## config.mk

```make
export PLATFORM = sky130hd
export DESIGN_NAME = apb_master_arb
export DESIGN_NICKNAME = d
export VERILOG_FILES = /design/src/rtl/apb_arb_pkg.sv /design/src/rtl/apb_master_arb_rr_arb2.sv /design/src/rtl/apb_master_arb.sv
export SDC_FILE = /design/constraint.sdc
export NUM_CORES = 1
export LEC_CHECK = 0
export ABC_AREA = 1
export BUFFER_PORTS_ARGS = -buffer_cell sky130_fd_sc_hd__buf_2
export CAP_MARGIN = 20
export CORE_MARGIN = 3
export CORE_UTILIZATION = 41
export DETAILED_ROUTE_END_ITERATION = 10
export PLACE_DENSITY = 0.74
export SLEW_MARGIN = 20
export SYNTH_ARGS = -nofsm -noshare
export SYNTH_HDL_FRONTEND = slang
export SYNTH_HIERARCHICAL = 1
export SYNTH_SLANG_ARGS = --single-unit
```

## constraint.sdc

```tcl
create_clock -name clk -period 1.4 [get_ports clk]
set_input_delay 0.21 -clock clk [delete_from_list [all_inputs] [get_ports clk]]
set_output_delay 0.21 -clock clk [all_outputs]
set_load 0.01 [all_outputs]
```

## src/rtl/apb_arb_pkg.sv

```systemverilog
// apb_arb_pkg: shared types and constants for the two-requester APB master.
// Holds the FSM state encoding, requester count and default bus widths.
package apb_arb_pkg;

    localparam int NREQ       = 2;
    localparam int ADDR_W_DEF = 12;
    localparam int DATA_W_DEF = 32;

    typedef enum logic [1:0] {
        IDLE   = 2'b00,
        SETUP  = 2'b01,
        ACCESS = 2'b10
    } state_e;

endpackage

```

## src/rtl/apb_master_arb_rr_arb2.sv

```systemverilog
// rr_arb2: combinational two-way round-robin grant.
// Ports: req_i (requests), last_i (last winner), gnt_o (one-hot), any_o.
module rr_arb2
    import apb_arb_pkg::*;
(
    input  logic [NREQ-1:0] req_i,
    input  logic            last_i,
    output logic [NREQ-1:0] gnt_o,
    output logic            any_o
);

    // On a tie the requester that did not win last time goes first.
    always_comb begin
        gnt_o = req_i;
        if (&req_i) begin
            gnt_o = last_i ? 2'b01 : 2'b10;
        end
    end

    assign any_o = |req_i;

endmodule

```

## src/rtl/apb_master_arb.sv

```systemverilog
// apb_master_arb: round-robin arbiter + APB master for two requesters.
// Ports: req_* (requests in), req_ack/rsp_* (handshake out),
//        p* (APB master side). Optional macro: APB_ARB_TIMEOUT_EN.
module apb_master_arb
    import apb_arb_pkg::*;
#(
    parameter int ADDR_W  = ADDR_W_DEF,
    parameter int DATA_W  = DATA_W_DEF,
    parameter int TIMEOUT = 16
) (
    input  logic                   clk,
    input  logic                   rst_n,
    input  logic [NREQ-1:0]        req_valid,
    input  logic [NREQ-1:0]        req_write,
    input  logic [NREQ*ADDR_W-1:0] req_addr,
    input  logic [NREQ*DATA_W-1:0] req_wdata,
    output logic [NREQ-1:0]        req_ack,
    output logic [NREQ-1:0]        rsp_done,
    output logic [DATA_W-1:0]      rsp_rdata,
    output logic                   rsp_err,
    output logic                   psel,
    output logic                   penable,
    output logic                   pwrite,
    output logic [ADDR_W-1:0]      paddr,
    output logic [DATA_W-1:0]      pwdata,
    input  logic [DATA_W-1:0]      prdata,
    input  logic                   pready
);

    state_e              state_q, state_d;
    // last_q is both the RR pointer and the owner of the current transfer.
    logic                last_q, last_d;
    logic                pwrite_q, pwrite_d;
    logic [ADDR_W-1:0]   paddr_q, paddr_d;
    logic [DATA_W-1:0]   pwdata_q, pwdata_d;
    logic [DATA_W-1:0]   rdata_q, rdata_d;
    logic [NREQ-1:0]     ack_q, ack_d;
    logic [NREQ-1:0]     done_q, done_d;
    logic                err_q, err_d;

    logic [NREQ-1:0]     gnt;
    logic                any_req;
    logic                xfer_ok;
    logic                abort;
    logic                grant_en;
    logic                sel;

    rr_arb2 u_arb (
        .req_i  (req_valid),
        .last_i (last_q),
        .gnt_o  (gnt),
        .any_o  (any_req)
    );

    assign xfer_ok  = (state_q == ACCESS) && pready;
    assign grant_en = any_req && ((state_q == IDLE) || xfer_ok);
    assign sel      = gnt[1];

`ifdef APB_ARB_TIMEOUT_EN
    localparam int CNT_W = $clog2(TIMEOUT + 1);
    logic [CNT_W-1:0] cnt_q, cnt_d;

    // Counts consecutive stalled ACCESS cycles; cleared in any other state.
    always_comb begin
        cnt_d = '0;
        if ((state_q == ACCESS) && !pready) begin
            cnt_d = cnt_q + 1'b1;
        end
    end

    assign abort = (state_q == ACCESS) && !pready &&
                   (cnt_q == CNT_W'(TIMEOUT - 1));

    always_ff @(posedge clk or negedge rst_n) begin
        if (!rst_n) begin
            cnt_q <= '0;
        end else begin
            cnt_q <= cnt_d;
        end
    end
`else
    logic unused_timeout;
    assign unused_timeout = (TIMEOUT == 0);
    assign abort = 1'b0;
`endif

    always_ff @(posedge clk or negedge rst_n) begin
        if (!rst_n) begin
            state_q <= IDLE;
        end else begin
            state_q <= state_d;
        end
    end

    always_comb begin
        state_d = state_q;
        unique case (state_q)
            IDLE: begin
                if (any_req) state_d = SETUP;
            end
            SETUP: begin
                state_d = ACCESS;
            end
            ACCESS: begin
                if (abort) begin
                    state_d = IDLE;
                end else if (pready) begin
                    state_d = any_req ? SETUP : IDLE;
                end
            end
            default: begin
                state_d = IDLE;
            end
        endcase
    end

    always_comb begin
        psel    = (state_q == SETUP) || (state_q == ACCESS);
        penable = (state_q == ACCESS);
    end

    always_comb begin
        last_d   = last_q;
        pwrite_d = pwrite_q;
        paddr_d  = paddr_q;
        pwdata_d = pwdata_q;
        rdata_d  = rdata_q;
        ack_d    = '0;
        done_d   = '0;
        err_d    = 1'b0;
        if (xfer_ok || abort) begin
            done_d = last_q ? 2'b10 : 2'b01;
            err_d  = abort;
            if (xfer_ok && !pwrite_q) begin
                rdata_d = prdata;
            end
        end
        if (grant_en) begin
            last_d   = sel;
            ack_d    = gnt;
            pwrite_d = sel ? req_write[1] : req_write[0];
            paddr_d  = sel ? req_addr[ADDR_W +: ADDR_W]
                           : req_addr[0 +: ADDR_W];
            pwdata_d = sel ? req_wdata[DATA_W +: DATA_W]
                           : req_wdata[0 +: DATA_W];
        end
    end

    always_ff @(posedge clk or negedge rst_n) begin
        if (!rst_n) begin
            last_q   <= 1'b1;
            pwrite_q <= 1'b0;
            paddr_q  <= '0;
            pwdata_q <= '0;
            rdata_q  <= '0;
            ack_q    <= '0;
            done_q   <= '0;
            err_q    <= 1'b0;
        end else begin
            last_q   <= last_d;
            pwrite_q <= pwrite_d;
            paddr_q  <= paddr_d;
            pwdata_q <= pwdata_d;
            rdata_q  <= rdata_d;
            ack_q    <= ack_d;
            done_q   <= done_d;
            err_q    <= err_d;
        end
    end

    assign pwrite    = pwrite_q;
    assign paddr     = paddr_q;
    assign pwdata    = pwdata_q;
    assign rsp_rdata = rdata_q;
    assign req_ack   = ack_q;
    assign rsp_done  = done_q;
    assign rsp_err   = err_q;

endmodule

```

==> metrics.log <==
INFO  metric run_status = complete, but fails checks
INFO  metric violations_in_the_final_reports = setup timing
INFO  metric finalCritPeriodShare = 102%
INFO  metric placement_rows = 35
INFO  metric start_kind = register
INFO  metric total_routing_usage_reported_by_global_routing = 20.4%
INFO  metric synth_enable_flop_cells = 0
INFO  metric total_standard_cell_area_after_synthesis = 3990 sq um
INFO  metric worst_r2r_endpoint = pwdata[4]
INFO  metric cts.sinks = between 80 and 90
INFO  metric post_route_cells_drive_above_1_share = 40.6%
INFO  metric rsz0062_at_grt = yes
INFO  metric synth.cells.most_frequent = 271 x nand2_1, 83 x dfrtp_1, 48 x nand3_1
INFO  metric yosys-top-cells-area = dfrtp_1 52%, nand2_1 25%, nand3_1 6.0%, o21ai_0 4.1%, inv_1 3.9%
INFO  metric vias = 4083
INFO  metric p_int = 7.54 mW
INFO  metric hold-path-cell-count = 3
INFO  metric synthesis.yosys.warnings = 6
INFO  metric antenna_violating_nets_post_route = 0
INFO  metric post_synth_num_cell_types = 18
INFO  metric fin_setup_tns = -23.1 ps
INFO  metric io_pins = around 210
INFO  metric detailedRoute.firstIterationViolations = 208
INFO  metric switching_share = 39.1%
INFO  metric power.net_switching = 4.85 mW
INFO  metric finalHoldViolations = 0
INFO  metric max_clock_freq = 703 MHz
INFO  metric placedInstanceArea = around 5200 sq um
INFO  metric totalWireLength = 12100 microns
INFO  metric vias_in_the_first_global_route = 3861
INFO  metric grt_start_max_net_pins = 85
INFO  metric irDropWorstVdd = about 1100 uV
INFO  metric synth_top_flop_cell = dfrtp_1
INFO  metric htree_levels = 3
INFO  metric layout.nets = 869
INFO  metric timing_worst_setup_path_type = reg2out
INFO  metric mappedNetlistNets = around 650
INFO  metric cts_buffers = 9
INFO  metric synthesis.instances = between 500 and 600
INFO  metric cap_violations = 0
INFO  metric yosysSeqAreaShare = 52.7%
INFO  metric fin_util = between 60% and 70%
INFO  metric fin_cells = 871
INFO  metric whs_endpoint = rsp_rdata[28]
INFO  metric route.detailed.wl_per_inst = ~14 microns
INFO  metric async_reset_ff_share = 100%
INFO  metric p_leak = 3.54 nW
INFO  metric dr.pass1.iters = 4
INFO  metric finalWeightedCongestion = between 0.8 and 0.9
INFO  metric grt_first_pass_wirelength = 18200 microns
INFO  metric ys_ff_latch = 84
INFO  metric yosys.area.top_type_share = 52.0%
INFO  metric dpl.cell_count = 843
INFO  metric detail_route.drc_violations = 0
INFO  metric cts.path.max_buffers = 2
INFO  metric root_buffer_cell = clkbuf_8
INFO  metric fin_area = 5860 sq um
INFO  metric finClkSkew = 9.69 ps
INFO  metric routed_via_density = ~4.7
INFO  metric placement.io_buffers = between 200 and 250
INFO  metric timing.reg2reg.worst_path_depth = 8
INFO  metric setup-violations-final = 1
INFO  metric cp_slowest_stage_delay = 440 ps
INFO  metric cts_tree = built
INFO  metric required = 1190 ps
INFO  metric endpoint_kind = output pin
INFO  metric grt_remaining_overflow = 0
INFO  metric critical_path.max_fanout = 3
INFO  metric slew_viol_final = 0
INFO  metric area_delta_synth_final = 46.7%
INFO  metric worst_ep_arrival_time = about 1200 ps
INFO  metric post-route-worst-setup-slack = -23.1 ps
INFO  metric yosysTopAreaCell = dfrtp_1
INFO  metric comb_power_share = 47.9%
INFO  metric floorplan.die_area = 11000 sq um
INFO  metric die_w = 105 microns
INFO  metric initial_core_util = 42.6%
INFO  metric coreArea = 9370 sq um
INFO  metric rrSetupSlack = 10 ps
INFO  metric layout_min_cycle_time = 1420 ps
INFO  metric yosysMostFrequentCell = nand2_1
INFO  metric insertion_delay = 350 ps
INFO  metric fraction_of_power_consumed_by_the_clock_network = between 10% and 20%
INFO  metric worst_hold_margin = 94.3 ps
INFO  metric dp_hpwl = 8170 microns
INFO  metric post_synth.cell_area_avg = roughly 7.6 sq um
INFO  metric antennaDiodeCount = 0
INFO  metric reg2reg_from = state_q[0]
INFO  metric critical-path-slowest-cell = dfrtp_1
INFO  metric grt_antenna_before_repair = 0
INFO  metric crit_path_cell_trace = inv_2, ha_4, buf_6
INFO  metric min-delay-start = prdata[28]
INFO  metric die_height = 105 microns
INFO  metric timing.hold.worst.class = in2reg
INFO  metric pd_cells = 2110 nW/um^2
INFO  metric worst_setup_hold_path_clk_slew = 90 ps
INFO  metric seqPwrFrac = 34.0%
[power groups by stage]
| stage | sequential, mW | combinational, mW | clock (mW) |
|---|---|---|---|
| 2_1_floorplan | 4.63 | 2.35 | 0 |
| 4_1_cts | 4.10 | 4.94 | 2.29 |
| 6_report | 4.22 | 5.94 | 2.23 |
| 3_3_place_gp | 4.11 | 4.63 | 0 |
| 5_1_grt | 4.34 | 6.55 | 2.40 |
| 3_5_place_dp | 4.13 | 4.79 | 0 |
[cell usage in the layout (no fill, tap or decap), types with 2 or more instances in the layout]
cell type,Yosys,layout
o21ai_0,33,28
dfrtp_1,83,83
nand2_4,0,6
nand2_1,271,231
buf_2,15,206
clkinv_4,0,2
buf_12,0,8
clkbuf_8,0,9
ha_1,4,2
nand3_1,48,48
nand2_8,0,2
clkbuf_16,0,5
inv_1,42,39
nand2_2,2,34
bufinv_16,0,4
nor2_1,3,3
ha_4,0,2
inv_2,1,4
buf_6,9,4
o21ai_1,0,5
buf_4,1,11
[worst max-delay path by stage]
stage,end,start,cells after the start
after floorplan,pwrite,state_q[0],9
after global placement,pwdata[11],state_q[0],8
after detailed placement,pwdata[24],state_q[0],8
after CTS,psel,state_q[1],3
after global routing,psel,state_q[1],3
final,psel,state_q[1],3
[critical path, delay by kind of cell (launching register included)]
kind	cells	cell delay (ps)
adder cells (fa/ha/maj)	1	270
buffers and inverters	2	170
flip-flops	1	440
[timing repair]
item                                    4_1_cts  5_1_grt
resized for setup                             5       56
hold buffers                                  1        0
pin swaps                                     1       20
cloned                                        0        7
buffers inserted                              2        3
hold endpoints to repair                     83        0
endpoints found under the setup margin        2       45
[area by class of cell]
cell class / count / area (sq um)
Inverter: 43 / 161
Sequential cell: 84 / 2100
Multi-Input combinational cell: 365 / 1720
Tap cell: 129 / 161
Fill cell: 870 / 3510
Timing Repair Buffer: 235 / 1450
Clock buffer: 9 / 124
Clock inverter: 6 / 138
[logic make-up (layout without fill, tap and decap cells)]
group,after synthesis,in the layout,synth area share [%]
AO/OA/AOI/OAI,34,34,4.26
AND/OR/NAND/NOR,326,326,32.5
buffers and inverters,74,293,9.21
adder cells (fa/ha/maj),4,4,1.25
flip-flops,84,84,52.7
other,1,1,0.0939
[routing by layer]
layer	routed length [microns]	track usage (%)
met1	4890	24.7
met2	6220	35.3
met3	544	3.09
met4	435	9.84
met5	0	0
[metrics by stage]
stage               total power [mW]  setup slack [ps]
CTS                             11.3             -37.3
floorplan                       6.98              3.07
detailed placement              8.92              29.0
global placement                8.74              78.0
global route                    13.3             -74.8
finish                          12.4             -23.1
[state kept, by name (all words and copies together) (netlist names)]
name / cells
pwrite: 1
pwdata: 32
last_q: 1
req_ack: 2
rsp_rdata: 32
rsp_done: 2
paddr: 12
state_q: 2
No activity file was read; power rests on OpenSTA's default activity.
